## config.mk

```make
export PLATFORM = sky130hd
export DESIGN_NAME = cdb_writeback_scheduler
export DESIGN_NICKNAME = d
export VERILOG_FILES = /design/src/rtl/cdb_writeback_scheduler.sv
export SDC_FILE = /design/constraint.sdc
export NUM_CORES = 1
export LEC_CHECK = 0
export ABC_AREA = 1
export BUFFER_PORTS_ARGS = -buffer_cell sky130_fd_sc_hd__buf_2
export CAP_MARGIN = 20
export CORE_ASPECT_RATIO = 2
export CORE_MARGIN = 5
export CORE_UTILIZATION = 40
export CTS_CLUSTER_DIAMETER = 120
export DETAILED_ROUTE_END_ITERATION = 8
export SETUP_SLACK_MARGIN = 0.2
export SKIP_CTS_REPAIR_TIMING = 1
export SLEW_MARGIN = 25
export SYNTH_ARGS = -nofsm -noshare
export SYNTH_HDL_FRONTEND = slang
export SYNTH_SLANG_ARGS = --single-unit
```

## constraint.sdc

```tcl
create_clock -name clk -period 5.3 [get_ports clk]
set_input_delay 0.795 -clock clk [delete_from_list [all_inputs] [get_ports clk]]
set_output_delay 0.795 -clock clk [all_outputs]
set_load 0.01 [all_outputs]
```

## src/rtl/cdb_writeback_scheduler.sv

```systemverilog
// Round-robin writeback scheduler for the common data bus.
// Three per-unit result FIFOs (ALU=0, branch=1, mem=2) compete for a single
// registered CDB broadcast slot; one entry is granted per cycle.
module cdb_writeback_scheduler #(
    parameter int unsigned WIDTH = 31,
    parameter int unsigned ROB   = 2,
    parameter int unsigned DEPTH = 2
) (
    input  logic           clk,
    input  logic           clear,
    input  logic           flush,
    input  logic           aluRequest,
    input  logic [ROB:0]   aluRob,
    input  logic [WIDTH:0] aluResult,
    input  logic           branchRequest,
    input  logic [ROB:0]   branchRob,
    input  logic [WIDTH:0] branchResult,
    input  logic           memRequest,
    input  logic [ROB:0]   memRob,
    input  logic [WIDTH:0] memResult,
    output logic           aluAvailable,
    output logic           branchAvailable,
    output logic           memAvailable,
    output logic           cdbValid,
    output logic [ROB:0]   cdbRob,
    output logic [WIDTH:0] cdbResult,
    output logic [1:0]     cdbSource
);

    localparam int          NumUnits  = 3;
    localparam int unsigned PtrW      = (DEPTH > 1) ? $clog2(DEPTH) : 1;
    localparam int unsigned CntW      = PtrW + 1;
    localparam int unsigned EntryW    = ROB + WIDTH + 2;
    localparam logic [CntW-1:0] FullCount = CntW'(DEPTH);

    // Reduce a value in 0..5 modulo 3; keeps the priority pointer in 0..2.
    function automatic logic [1:0] mod3(input logic [2:0] v);
        logic [2:0] r;
        r = (v >= 3'd3) ? v - 3'd3 : v;
        return r[1:0];
    endfunction

    logic [NumUnits-1:0] req;
    logic [ROB:0]        in_rob    [NumUnits];
    logic [WIDTH:0]      in_result [NumUnits];

    logic [EntryW-1:0]   fifo_q  [NumUnits][DEPTH];
    logic [PtrW-1:0]     head_q  [NumUnits];
    logic [PtrW-1:0]     tail_q  [NumUnits];
    logic [CntW-1:0]     count_q [NumUnits];

    logic [NumUnits-1:0] avail;
    logic [NumUnits-1:0] push;
    logic [NumUnits-1:0] pop;

    logic [1:0]          prio_q;
    logic                grant_valid;
    logic [1:0]          grant_idx;
    logic [1:0]          cand;
    logic [EntryW-1:0]   grant_entry;

    assign req          = {memRequest, branchRequest, aluRequest};
    assign in_rob[0]    = aluRob;
    assign in_rob[1]    = branchRob;
    assign in_rob[2]    = memRob;
    assign in_result[0] = aluResult;
    assign in_result[1] = branchResult;
    assign in_result[2] = memResult;

    assign aluAvailable    = avail[0];
    assign branchAvailable = avail[1];
    assign memAvailable    = avail[2];

    // Round-robin pick of the first non-empty FIFO starting at the priority pointer.
    always_comb begin
        grant_valid = 1'b0;
        grant_idx   = 2'd0;
        cand        = 2'd0;
        for (int k = 0; k < NumUnits; k++) begin
            cand = mod3({1'b0, prio_q} + 3'(k));
            if (!grant_valid && count_q[cand] != '0) begin
                grant_valid = 1'b1;
                grant_idx   = cand;
            end
        end
        grant_entry = fifo_q[grant_idx][head_q[grant_idx]];
    end

    // Availability from registered count only; flush suppresses both push and pop.
    always_comb begin
        avail = '0;
        push  = '0;
        pop   = '0;
        for (int i = 0; i < NumUnits; i++) begin
            avail[i] = count_q[i] < FullCount;
            push[i]  = req[i] && avail[i] && !flush;
            pop[i]   = grant_valid && (grant_idx == 2'(i)) && !flush;
        end
    end

    // FIFO pointers and occupancy; flush empties every queue.
    always_ff @(posedge clk or posedge clear) begin
        if (clear) begin
            for (int i = 0; i < NumUnits; i++) begin
                head_q[i]  <= '0;
                tail_q[i]  <= '0;
                count_q[i] <= '0;
            end
        end else if (flush) begin
            for (int i = 0; i < NumUnits; i++) begin
                head_q[i]  <= '0;
                tail_q[i]  <= '0;
                count_q[i] <= '0;
            end
        end else begin
            for (int i = 0; i < NumUnits; i++) begin
                if (push[i]) tail_q[i] <= tail_q[i] + PtrW'(1);
                if (pop[i])  head_q[i] <= head_q[i] + PtrW'(1);
                case ({push[i], pop[i]})
                    2'b10:   count_q[i] <= count_q[i] + CntW'(1);
                    2'b01:   count_q[i] <= count_q[i] - CntW'(1);
                    default: count_q[i] <= count_q[i];
                endcase
            end
        end
    end

    // Entry storage; contents are meaningless while count is zero, so no reset.
    always_ff @(posedge clk) begin
        for (int i = 0; i < NumUnits; i++) begin
            if (push[i]) fifo_q[i][tail_q[i]] <= {in_rob[i], in_result[i]};
        end
    end

    // Registered CDB broadcast and priority pointer; data fields hold when idle.
    always_ff @(posedge clk or posedge clear) begin
        if (clear) begin
            cdbValid  <= 1'b0;
            cdbRob    <= '0;
            cdbResult <= '0;
            cdbSource <= 2'd0;
            prio_q    <= 2'd0;
        end else if (flush) begin
            cdbValid <= 1'b0;
        end else if (grant_valid) begin
            cdbValid              <= 1'b1;
            {cdbRob, cdbResult}   <= grant_entry;
            cdbSource             <= grant_idx;
            prio_q                <= mod3({1'b0, grant_idx} + 3'd1);
        end else begin
            cdbValid <= 1'b0;
        end
    end

endmodule
```

==> impl_summary.md <==
Route
The wire length after detailed routing is 28,250 um. The routed wire length on met3 is around 1200 um. The average via count per standard cell is slightly above 5. The detail route stage leaves a number of antenna-violating nets equal to 0. The total via count after detailed routing is about 7,500. The length of routed wiring on met1 is between 10,000 and 15,000 um. For this run, design rule violations remaining after detail routing come to 0. The highest layer touched by signal routing is met4. Dividing the detail-routed wire length by the instance count gives ~19 um. The first-iteration detailed-routing DRC count is ~440. For this run, the detailed router's first-pass iteration total came to 5.

Wire segments on met2 add up to roughly 16,000 um in the final route.

Final layout
Once layout is complete, the utilization of the core stands at between 40 and 50%. The number of fillers in the final layout is 2,485. The final layout contains approximately 1,200 nets.

The share of cells above drive strength 1 is between 20 and 25%. From synthesis to final layout, the design area changed by 17.17%. 0 antenna diodes ended up in the layout.

Power
Of the total power, the clock network draws a little under a fifth. The total power density per cell area is about 730 nW/um2. The logic gate share of total power is 52.0%.

Summed over all nets, the switching power comes to ~4300 uW. The worst-case IR drop observed on VDD is ~790 uV. Sequential cells burn between 20% and 30% of the power.

The internal power of the cells totals about 5000 uW. Of the total power, the share spent switching nets is 46.15%. The static leakage is around 0.0052 uW.

Synthesis
The synthesis-stage register bit count is ~260. Yosys attributes the largest share of cell area to edfxtp_1 (58%), dfrtp_1 (12%), nand2_1 (11%). In the synthesized netlist the dominant register cell turns out to be edfxtp_1. Summing the sequential cell areas from Yosys gives a little over two thirds of the chip area. The synthesized design contains 210 enable-type register cells.

Yosys instantiated no cell more often than nand2_1. The number of standard cells after synthesis is 965. In this run, distinct cell masters in the synthesized netlist total 34. After synthesis, the largest area contributor takes up slightly below 60% of total cell area. The fraction of registers with async set or reset after synthesis is ~20%. After synthesis the cells add up to approximately 11,000 um2. The total nets after synthesis is between 1,000 and 1,500.

Counting instances in the post-synthesis netlist gives the leading cell types as nand2_1 (323), edfxtp_1 (210), nand3_1 (198), dfrtp_1 (52), o21ai_0 (29). For this run, the number of Yosys warnings is 0. The per-instance average area after synthesis is ~11 um2. edfxtp_1 takes more of the synthesized area than any other cell.

Die
In this run the core area contains between 80 and 90 standard-cell rows. The core area is approximately 27,000 um2. Once the floorplan was initialized, standard cells occupied 40.33% of the core. Measured along the x axis, the die boundary spans between 100 and 150 um. The height of the chip is approximately 240 um. The boundary pin count is between 150 and 200. The die covers ~31,000 um2.

GRT
In the global route stage, overall resource usage came out at 18.06%. The first global-routing pass estimated between 40,000 and 50,000 um of wire. The initial antenna violation count is 0. The maximum number of pins on one net before global-route repair is between 70 and 80. The global route total overflow is 0. The via count of the first global-routing pass came to 7,534.

CTS
The CTS buffer count is 24. The buffer type at the clock tree root is clkbuf_16. TritonCTS built the clock tree. In this run the number of H-tree levels came out at 1.

The clock reaches the later pin of the worst-skew pair after ~0.53 ns. The maximum buffer depth of the clock tree is 3. Clock-pin slew was measured on the worst setup and hold paths at approximately 0.07 ns. The number of clock sinks seen by CTS is about 260.

Timing
Setup repair after global routing left no endpoint under its margin. The number of hold-slack violations in the final timing report came to 0. The final critical path takes up a little over two thirds of the cycle.

The final setup skew is approximately 0.016 ns. The worst-case headroom to the max-slew limit is approximately two fifths. The maximum clock frequency is approximately 0.27 GHz. The final setup violation count is 0. For the pin with the worst max-slew slack, the measured transition is between 0.9 and 1 ns. The post-route setup TNS is 0 ns.

The minimum period implied by the final worst setup slack is between 3 and 4 ns. The number of max-slew violations in the final report came to 0.

Critical path
The maximum fanout count along the critical path is 37. Among all stages on the critical path, the largest delay is contributed by inv_2. By startpoint and endpoint, the worst setup path is classified as flip-flop to flip-flop. The dominant delay contributor by cell family on the critical path is simple AND/OR/NAND/NOR gates. The worst setup path is captured at a flip-flop. For the worst setup path, the data required time is 5.71 ns.

The signal on the critical path passes through inv_1, ha_1, inv_2, o21ai_0, nand2_1, nand3_1, nand4_1, nand2_2, clkinv_2, nand3_2, nand2_4, inv_2, nand2_1, nand3_1, nand2_1. The worst setup path is launched from a flip-flop. Counting both buffers and inverters, the worst setup path holds a total of 4. On the worst path, the slowest cell contributes a delay of 0.76 ns. By instance count, the cell type seen most on the critical path is nand2_1. The endpoint arrival time on the critical path is just over 4 ns.

Place
At the end of routability-driven placement, the weighted congestion stood at 0.8196. Detailed placement finished with a half-perimeter wire length of 17,720 um. Input and output buffers added on the ports amount to 151.

Run status
The run finished with clean final reports.

Worst hold path
The kind of path behind the tightest hold check is primary input to flip-flop.

Flow run
Max-cap violations in this run came to 0.
## sequential cells by signal, summed over array words and instances, names as in the netlist
register   cells
count_q        6
tail_q         3
cdbRob         3
head_q         3
cdbValid       1
cdbSource      2
fifo_q       210
cdbResult     32
prio_q         2
## worst paths after layout
check / end / from / slack, ns / depth (start not counted)
max: cdbResult[10] / prio_q[0] / 1.61 / 15
min: fifo_q[1][34] / branchRob[2] / 0.46 / 1
max reg2reg: cdbResult[10] / prio_q[0] / 1.61 / 15
min reg2reg: cdbResult[12] / cdbResult[12] / 0.48 / 2
max in group asynchronous: cdbResult[0] / clear / 4.25 / 3
min in group asynchronous: cdbResult[20] / clear / 0.47 / 3
## layout make-up
class | count | area (um2) | share of cell area, %
tap | 348 | 435.4 | 3.438
multi-input combinational | 625 | 2897 | 22.87
inverter | 25 | 95.09 | 0.7508
timing repair buffer | 164 | 853.3 | 6.738
sequential | 262 | 7607 | 60.07
clock buffer | 31 | 658.1 | 5.197
clock inverter | 12 | 118.9 | 0.9386
## cell usage in the layout, fill, tap and decap left out, drive strengths merged, types with 6 or more instances in the layout
| cell type | count |
|---|---|
| edfxtp | 210 |
| clkbuf | 31 |
| nand3 | 201 |
| nand4 | 6 |
| nor2 | 26 |
| o21ai | 44 |
| a21oi | 6 |
| buf | 164 |
| nand2 | 327 |
| inv | 26 |
| dfrtp | 52 |
| clkinv | 7 |
## cells by family (layout without fill, tap and decap cells)
group	after synthesis	in the layout	synth area share [%]
AO/OA/AOI/OAI	53	53	2.547
XOR/XNOR	3	3	0.2431
adder cells (fa/ha/maj)	5	5	0.5788
buffers and inverters	78	232	3.415
flip-flops	262	262	70.38
AND/OR/NAND/NOR	564	564	22.84
## power by group through the flow
stage | sequential (uW) | combinational [uW] | clock (uW)
floorplan | 2800 | 3670 | 0
global placement | 2780 | 4800 | 0
detailed placement | 2780 | 4900 | 0
CTS | 2740 | 4910 | 1760
global route | 2760 | 5440 | 1840
finish | 2740 | 4840 | 1720
## layer usage
layer / track usage, % / vias to the layer above
met5: 0 / -
met4: 6.033 / 0
met3: 2.074 / 34
met2: 34.78 / 198
met1: 20.25 / 3647
li1: - / 3618
## per-stage QoR
step           setup slack (ns)  power (uW)  hold WS, ns  instance area, um2  std cells
2_1_floorplan             2.083        6474       0.4809               10810        965
3_3_place_gp              1.704        7580       0.4600               11890       1424
3_5_place_dp              1.598        7675       0.4650               11890       1424
4_1_cts                   1.581        9409       0.4315               12660       1467
5_1_grt                   1.343       10050       0.4357               12660       1467
6_report                  1.611        9296       0.4552               12660       1467
Note: power is estimated with default switching activity, not from simulation.
